--- src/rtl/mux_sel_arbiter.sv ---
// -----------------------------------------------------------------------------
// mux_sel_arbiter
//
// Round-robin arbiter feeding the select of a 4:1 mux with 2-bit select.
// A granted channel keeps the mux for BURST_LEN accepted beats (cycles with
// ack=1), or until it drops its request, whichever comes first. Every grant is
// followed by exactly one IDLE bubble cycle before the next grant is issued.
//
// Parameters
//   BURST_LEN  accepted beats per grant before rotating (1..16)
//   NUM_CH     channel count; must stay 4 to match the 2-bit select
//
// Ports
//   clk     in   1  clock, all state changes on rising edge
//   rst     in   1  asynchronous, active-high reset
//   req     in   4  per-channel request, bit i = channel i
//   ack     in   1  downstream accepted the current beat
//   select  out  2  registered mux select (index of granted channel)
//   grant   out  4  registered one-hot grant, zero when not valid
//   valid   out  1  registered, high while a grant is active
// -----------------------------------------------------------------------------
`default_nettype none

module mux_sel_arbiter #(
    parameter int BURST_LEN = 4,
    parameter int NUM_CH    = 4
) (
    input  logic              clk,
    input  logic              rst,
    input  logic [NUM_CH-1:0] req,
    input  logic              ack,
    output logic [1:0]        select,
    output logic [NUM_CH-1:0] grant,
    output logic              valid
);

    // Beat counter only needs to reach BURST_LEN-1; keep at least one bit so
    // BURST_LEN=1 still elaborates.
    localparam int             CNT_W    = (BURST_LEN > 1) ? $clog2(BURST_LEN) : 1;
    localparam logic [CNT_W-1:0] CNT_LAST = CNT_W'(BURST_LEN - 1);

    typedef enum logic {
        IDLE = 1'b0,
        BUSY = 1'b1
    } state_t;

    state_t              state_reg;
    logic [1:0]          select_reg;
    logic [NUM_CH-1:0]   grant_reg;
    logic                valid_reg;
    logic [CNT_W-1:0]    count_reg;
    logic [1:0]          last_sel_reg;

    // -------------------------------------------------------------------------
    // Rotating priority search. Candidate gi is the channel gi+1 positions
    // after the last served one, so the most recently served channel is
    // always checked last.
    // -------------------------------------------------------------------------
    logic [1:0]        cand_idx [NUM_CH];
    logic [NUM_CH-1:0] cand_hit;

    genvar gi;
    generate
        for (gi = 0; gi < NUM_CH; gi++) begin : g_cand
            assign cand_idx[gi] = last_sel_reg + 2'(gi + 1);
            assign cand_hit[gi] = req[cand_idx[gi]];
        end
    endgenerate

    logic [1:0] select_next;
    logic       req_any;

    always_comb begin
        select_next = cand_idx[0];
        // Walk from lowest to highest priority so the nearest hit wins.
        for (int i = NUM_CH - 1; i >= 0; i--) begin
            if (cand_hit[i]) begin
                select_next = cand_idx[i];
            end
        end
    end

    assign req_any = |req;

    // One-hot decode of the chosen index.
    logic [NUM_CH-1:0] grant_next;

    generate
        for (gi = 0; gi < NUM_CH; gi++) begin : g_onehot
            assign grant_next[gi] = (select_next == 2'(gi));
        end
    endgenerate

    // -------------------------------------------------------------------------
    // Release condition while BUSY: the owner withdrew its request (any ack in
    // that cycle is ignored), or the last beat of the burst was accepted.
    // -------------------------------------------------------------------------
    logic owner_req;
    logic last_beat;
    logic release_now;

    assign owner_req   = req[select_reg];
    assign last_beat   = ack && (count_reg == CNT_LAST);
    assign release_now = !owner_req || last_beat;

    // -------------------------------------------------------------------------
    // FSM with registered outputs
    // -------------------------------------------------------------------------
    always_ff @(posedge clk or posedge rst) begin
        if (rst) begin
            state_reg    <= IDLE;
            select_reg   <= 2'd0;
            grant_reg    <= '0;
            valid_reg    <= 1'b0;
            count_reg    <= '0;
            // Channel 0 is first in line after reset.
            last_sel_reg <= 2'd3;
        end else begin
            case (state_reg)
                IDLE: begin
                    // select is left alone here so the mux stays on the last
                    // channel while nothing is granted.
                    if (req_any) begin
                        select_reg <= select_next;
                        grant_reg  <= grant_next;
                        valid_reg  <= 1'b1;
                        count_reg  <= '0;
                        state_reg  <= BUSY;
                    end
                end

                BUSY: begin
                    if (release_now) begin
                        last_sel_reg <= select_reg;
                        grant_reg    <= '0;
                        valid_reg    <= 1'b0;
                        count_reg    <= '0;
                        state_reg    <= IDLE;
                    end else if (ack) begin
                        count_reg <= count_reg + CNT_W'(1);
                    end
                end

                default: begin
                    state_reg <= IDLE;
                    grant_reg <= '0;
                    valid_reg <= 1'b0;
                    count_reg <= '0;
                end
            endcase
        end
    end

    assign select = select_reg;
    assign grant  = grant_reg;
    assign valid  = valid_reg;

endmodule

`default_nettype wire
--- config.mk ---
export PLATFORM = sky130hd
export DESIGN_NAME = mux_sel_arbiter
export DESIGN_NICKNAME = d
export VERILOG_FILES = /design/src/rtl/mux_sel_arbiter.sv
export SDC_FILE = /design/constraint.sdc
export NUM_CORES = 1
export LEC_CHECK = 0
export ABC_AREA = 1
export BUFFER_PORTS_ARGS = -buffer_cell sky130_fd_sc_hd__buf_2
export CAP_MARGIN = 20
export CORE_UTILIZATION = 33
export DETAILED_ROUTE_END_ITERATION = 6
export PLACE_DENSITY = 0.58
export SYNTH_ARGS = -nofsm -noshare
export SYNTH_HDL_FRONTEND = slang
export SYNTH_SLANG_ARGS = --single-unit
export TNS_END_PERCENT = 5
--- constraint.sdc ---
create_clock -name clk -period 2.2 [get_ports clk]
set_input_delay 0 -clock clk [delete_from_list [all_inputs] [get_ports clk]]
set_output_delay 0 -clock clk [all_outputs]
set_load 0.1 [all_outputs]
# [Word level (Yosys, flattened, before mapping)]
# Index checks and enable logic that the tools add are counted.
[word_totals] word_cells=59 regBits=12 inputBits=7 output_inout_bits=7
[op_classes] bitwise=1 magnitude_cmp=5 muxes=27 n_eq_ne=7 n_reduce_logical=9 n_addsub=4
[op_table] op="2-bit by 3-bit < comparator with 1-bit output, second input constant" n=5
[op_table] op="2-bit two-way mux" n=7
[op_table] op="1-bit binary-select mux with 2-bit select" n=5
[op_table] op="1-bit two-way mux" n=9
[op_table] op="4-bit two-way mux" n=2
[op_table] op="4-bit case mux with 2 select lines" n=1
[op_table] op="2-bit AND reduction" n=4
[op_table] op="2-bit == test, second input constant" n=3
[op_table] op="2-bit by 1-bit adder with 2-bit output, second input constant" n=2
[op_table] op="2-bit adder, second input constant" n=2
[op_table] op="1-bit case mux with 2 select lines" n=2
[op_table] op="2-bit case mux with 2 select lines" n=1
[op_table] op="4-bit OR reduction" n=1
[op_table] op="3-bit by 2-bit inequality test with 1-bit output, second input constant" n=1
[op_table] op="2-bit by 1-bit == test with 1-bit output, second input constant" n=1
[op_table] op="2-bit zero test" n=1
[op_table] op="2-bit by 1-bit inequality test with 1-bit output, second input constant" n=1
[op_table] op="2-bit inequality test, second input constant" n=1
[op_table] op="1-bit logical AND" n=1
[op_table] op="1-bit zero test" n=1
[op_table] op="1-bit logical OR" n=1
[op_table] op="1-bit NOT" n=1

# [Longest topological paths before layout]
[logic_depth] word_depth=9 ltp_mapped=12 mapped_depth_nobuf=11

# [Worst setup path before layout]
# No wires, ideal clock.
[synth_timing] path_type="register -> register" startpoint="register select_reg[0] (netlist: select[0])" endpoint="register count_reg[1]" slack_ps=382 n_path_buf=0 stages_incl_launch_ff=6 t_arrival_ps=1692 setup_ps=127 synth_period_minus_slack_ps=1818 required_time_ps=2073 path_cell_list="dfrtp_1 o21ai_0 o21ai_1 nand3_1 o21ai_1 o21ai_0"
[synth_via] elab_chain_len=6 word_cells_on_any_way=8 classes_between="1 x eq/ne; 4 x mux; 3 x reduce/logical"
[synth_lines] item="start: declaration" line_no="48" text="logic [1:0] select_reg;"
[synth_lines] item="start signal: assignment" line_no="124" text="select_reg <= select_next;"
[synth_lines] item="1-bit binary-select mux with 2-bit select *" line_no="102" text="assign owner_req = req[select_reg];"
[synth_lines] item="1-bit two-way mux (not written as such) *" line_no="102"
[synth_lines] item="1-bit zero test *" line_no="104" text="assign release_now = !owner_req || last_beat;"
[synth_lines] item="1-bit logical OR *" line_no="104"
[synth_lines] item="2-bit two-way mux / 3-bit by 2-bit inequality test with 1-bit output (equally long branches)"
[synth_lines] item="2-bit case mux with 2 select lines / 2-bit AND reduction (equally long branches)"
[synth_lines] item="end signal: assignment" line_no="140" text="count_reg <= count_reg + CNT_W'(1);"
[synth_lines] item="end: declaration" line_no="51" text="logic [CNT_W-1:0] count_reg;"
# Every way passes the cells marked *; elsewhere a longest branch is shown, timed or not. The select of a mux whose other input is x is not followed.
# A chain may end at the register's enable or synchronous reset.

# [Worst setup path in the final report]
[layout_timing] startpoint="register last_sel_reg[0]" endpoint="register grant_reg[1] (netlist: grant[1])"
[layout_via] elab_chain_len=9 word_cells_on_any_way=18 classes_between="3 x add/sub; 1 x eq/ne; 14 x mux"
[layout_lines] item="start: declaration" line_no="52" text="logic [1:0] last_sel_reg;"
[layout_lines] item="start signal: assignment" line_no="134" text="last_sel_reg <= select_reg;"
[layout_lines] item="2-bit adder / 1-bit binary-select mux with 2-bit select (equally long branches)" line_no="65, 66"
[layout_lines] item="1-bit binary-select mux with 2-bit select / 1-bit two-way mux (equally long branches)" line_no="66" text="assign cand_hit[gi] = req[cand_idx[gi]];"
[layout_lines] item="1-bit two-way mux (not written as such) / 2-bit two-way mux (equally long branches)" line_no="66, 77"
[layout_lines] item="2-bit two-way mux (2 in series)" line_no="77" text="if (cand_hit[i]) begin"
[layout_lines] item="2-bit two-way mux *" line_no="77"
[layout_lines] item="2-bit by 1-bit == test with 1-bit output *" line_no="90" text="assign grant_next[gi] = (select_next == 2'(gi));"
[layout_lines] item="4-bit two-way mux *" line_no="123" text="if (req_any) begin"
[layout_lines] item="4-bit case mux with 2 select lines *" line_no="119" text="case (state_reg)"
[layout_lines] item="end signal: assignment" line_no="125" text="grant_reg <= grant_next;"
[layout_lines] item="end: declaration" line_no="49" text="logic [NUM_CH-1:0] grant_reg;"
# Marks and branches as above.

==> impl_metrics.py <==
metrics = {
    "cells_and_area": {
        "seq_area_um2": 302.8,
        "areaGrowthSynthToFinish_pct": 16.98,
        "diodes": 0,
        "final_util_pct": 41.68,
        "final_nets": 135,
        "multiInputGateArea_um2": 420.4,
        "largest_reg_flops": 4,
        "drive_above_1_share_pct": 26.98,
        "n_fill_cell": 257,
    },
    "detailed_routing": {
        "wirelength_met1_um": 657,
        "first_iter_violations": 12,
        "ant_nets": 0,
        "vias": 714,
        "wl_met2_um": 829,
        "routedWlPerCell_um": 9.883,
        "drc": 0,
        "dr.pass1.iters": 4,
        "wl_met3_um": 27,
        "top_layer": "met4",
        "via_per_inst": 4.636,
        "wl_um": 1522,
    },
    "min_path": {
        "hp-class": "in2reg",
        "min_to": "count_reg[0]",
        "hp-start": "ack",
        "min_path_cells": 3,
    },
    "timing": {
        "skew_ns": 0.003290,
        "fin_crit_sh_pct": 73.72,
        "tightest_slew_ns": 0.4858,
        "hold_violations": 0,
        "fmax_mhz": 616.6,
        "grt_setup_unrepaired": "no",
        "setup_tns_ns": 0,
        "finalCriticalPeriod_ns": 1.622,
        "finalMaxSlewViolations": 0,
        "max_slew_margin_pct": 67.84,
        "setup_viol": 0,
    },
    "yosys": {
        "syn_inst": 109,
        "ys_types": 22,
        "synth_fp_nets": 117,
        "syn_area_um2": 795.8,
        "ys_warn_count": 0,
        "synthTopCellsByArea": "dfrtp_1 31%, nand2_1 19%, dfstp_2 6.6%",
        "synth-seq-cells": 12,
        "ys.flop_type": "dfrtp_1",
        "async_flop_share_pct": 100.0,
        "yosysTopAreaCell": "dfrtp_1",
        "yosys.area.top_type_share_pct": 31.45,
        "ys_seq_area_share_pct": 38.05,
        "synth_edf_count": 0,
        "synth_area_per_cell_um2": 7.301,
    },
    "worst_setup_path": {
        "max_stage_delay_ns": 0.69,
        "ff2ff_path_depth": 9,
        "crit_arrival_ns": 1.78,
        "path_max_fanout": 10,
        "worstPathRequired_ns": 2.36,
        "r2r_start": "last_sel_reg[0]",
        "cpMostUsedCell": "nand2_1",
        "r2r_end": "grant[1]",
        "crit_type": "reg2reg",
        "crit_chain": "nand2_1, o21ai_1, nand2_1, nand3_1, nand2_1, nand2_1, nand2_2, nand4_1, nand2_1",
        "end_kind": "flop",
        "slowest_stage": "dfstp_2",
        "r2r_setup_slack_ns": 0.58,
        "cp-start-kind": "flop",
        "startpoint": "last_sel_reg[0]",
    },
    "grt": {
        "grt_pass1_wl_um": 2849,
        "grt_max_degree": 13,
        "antenna_found_initial": 0,
        "grt_pass1_vias": 690,
        "track_usage_pct": 14.83,
        "grt_overflow": 0,
    },
    "cts": {
        "worstSkewPairLatency_ns": 0.27,
        "clock_sinks": 12,
        "postCtsHoldBufs": 1,
        "cts_made_buffers": 3,
        "cts_tree": "yes",
        "cts_setup_buffers": 0,
        "worst_setup_hold_path_clk_slew_ns": 0.08,
        "clockBufferDepth": 2,
        "post_cts_resized": 0,
        "cts_root_buffer": "clkbuf_4",
        "htreeDepth": 1,
    },
    "floorplanning": {
        "die_w_um": 51.11,
        "core_um2": 2233,
        "rows": 17,
        "fp.dieH_um": 51.11,
        "io_pins": 14,
        "initial_utilization_pct": 35.63,
        "dieArea_um2": 2612,
    },
    "placement": {
        "io_buffers": 13,
        "hpwl_um": 1266,
        "routabilityCongestion": 0.7879,
    },
    "run": {
        "drv_cap": 0,
    },
    "status": {
        "status": "completed",
    },
}
[critical path, delay by kind of cell (launching register included)]
family | cells | cell delay [ns]
and+or+nand+nor | 8 | 0.70
DFF | 1 | 0.69
AOI/OAI and AO/OA | 1 | 0.13
[through the flow]
| stage | setup slack (ns) | cell area [um2] | hold slack (ns) | std cells |
|---|---|---|---|---|
| 2_1_floorplan | 0.3817 | 795.8 | -0.1367 | 109 |
| 4_1_cts | 0.5593 | 930.9 | 0.01768 | 154 |
| 6_report | 0.5781 | 930.9 | 0.02873 | 154 |
| 3_3_place_gp | 0.6060 | 884.6 | 0.02282 | 149 |
| 3_5_place_dp | 0.5697 | 884.6 | 0.02790 | 149 |
| 5_1_grt | 0.4323 | 930.9 | 0.04936 | 154 |
[logic make-up after synthesis]
logic type	count (synthesis)	share of synthesized area (%)
compound gates	14	10.53
xor+xnor	1	1.101
fa+ha+maj	1	1.572
buf+inv	16	9.120
flops	12	38.05
simple gates	65	39.62
[worst max-delay path by stage]
stage / end / slack, ns / depth (start not counted)
after floorplan: count_reg[1] / 0.38 / 5
after global placement: grant[0] / 0.61 / 9
after detailed placement: grant[1] / 0.57 / 9
after CTS: grant[1] / 0.56 / 9
after global routing: grant[1] / 0.43 / 9
final: grant[1] / 0.58 / 9
[synthesized netlist by cell type, types with 2 or more instances]
cell type and number:
inv_1 12, nand4_1 2, nand3_1 9, o21ai_1 4, nand2_1 41, dfrtp_1 10, dfstp_2 2, a21oi_1 3
o21ai_2 2, nand2_2 4, nor2_1 3, nand2_4 3, o21ai_0 4, inv_2 2
[placed cells by master, fill, tap and decap left out, drive strengths merged]
| cell | n |
|---|---|
| a21boi | 1 |
| a21oi | 3 |
| buf | 13 |
| clkbuf | 4 |
| dfrtp | 10 |
| dfstp | 2 |
| dlygate4sd3 | 1 |
| ha | 1 |
| inv | 15 |
| nand2 | 48 |
| nand3 | 11 |
| nand4 | 2 |
| nor2 | 3 |
| nor4 | 1 |
| o21ai | 10 |
| xnor2 | 1 |
[per-layer routing]
metal | GRT usage (%) | vias to the layer above
met5 | 0 | -
met1 | 16.64 | 322
met3 | 0.8929 | 2
met4 | 9.722 | 0
met2 | 26.75 | 6
li1 | - | 384
[layout make-up]
class / count / area share, %
Inverter: 15 / 6.586
Sequential cell: 12 / 32.53
Clock buffer: 4 / 3.898
Timing Repair Buffer: 14 / 8.065
Multi-Input combinational cell: 81 / 45.16
Tap cell: 28 / 3.763
Power is left out: the tool's default activity adds up to more than one toggle a clock period on the data nets, which glitch-free logic cannot reach.
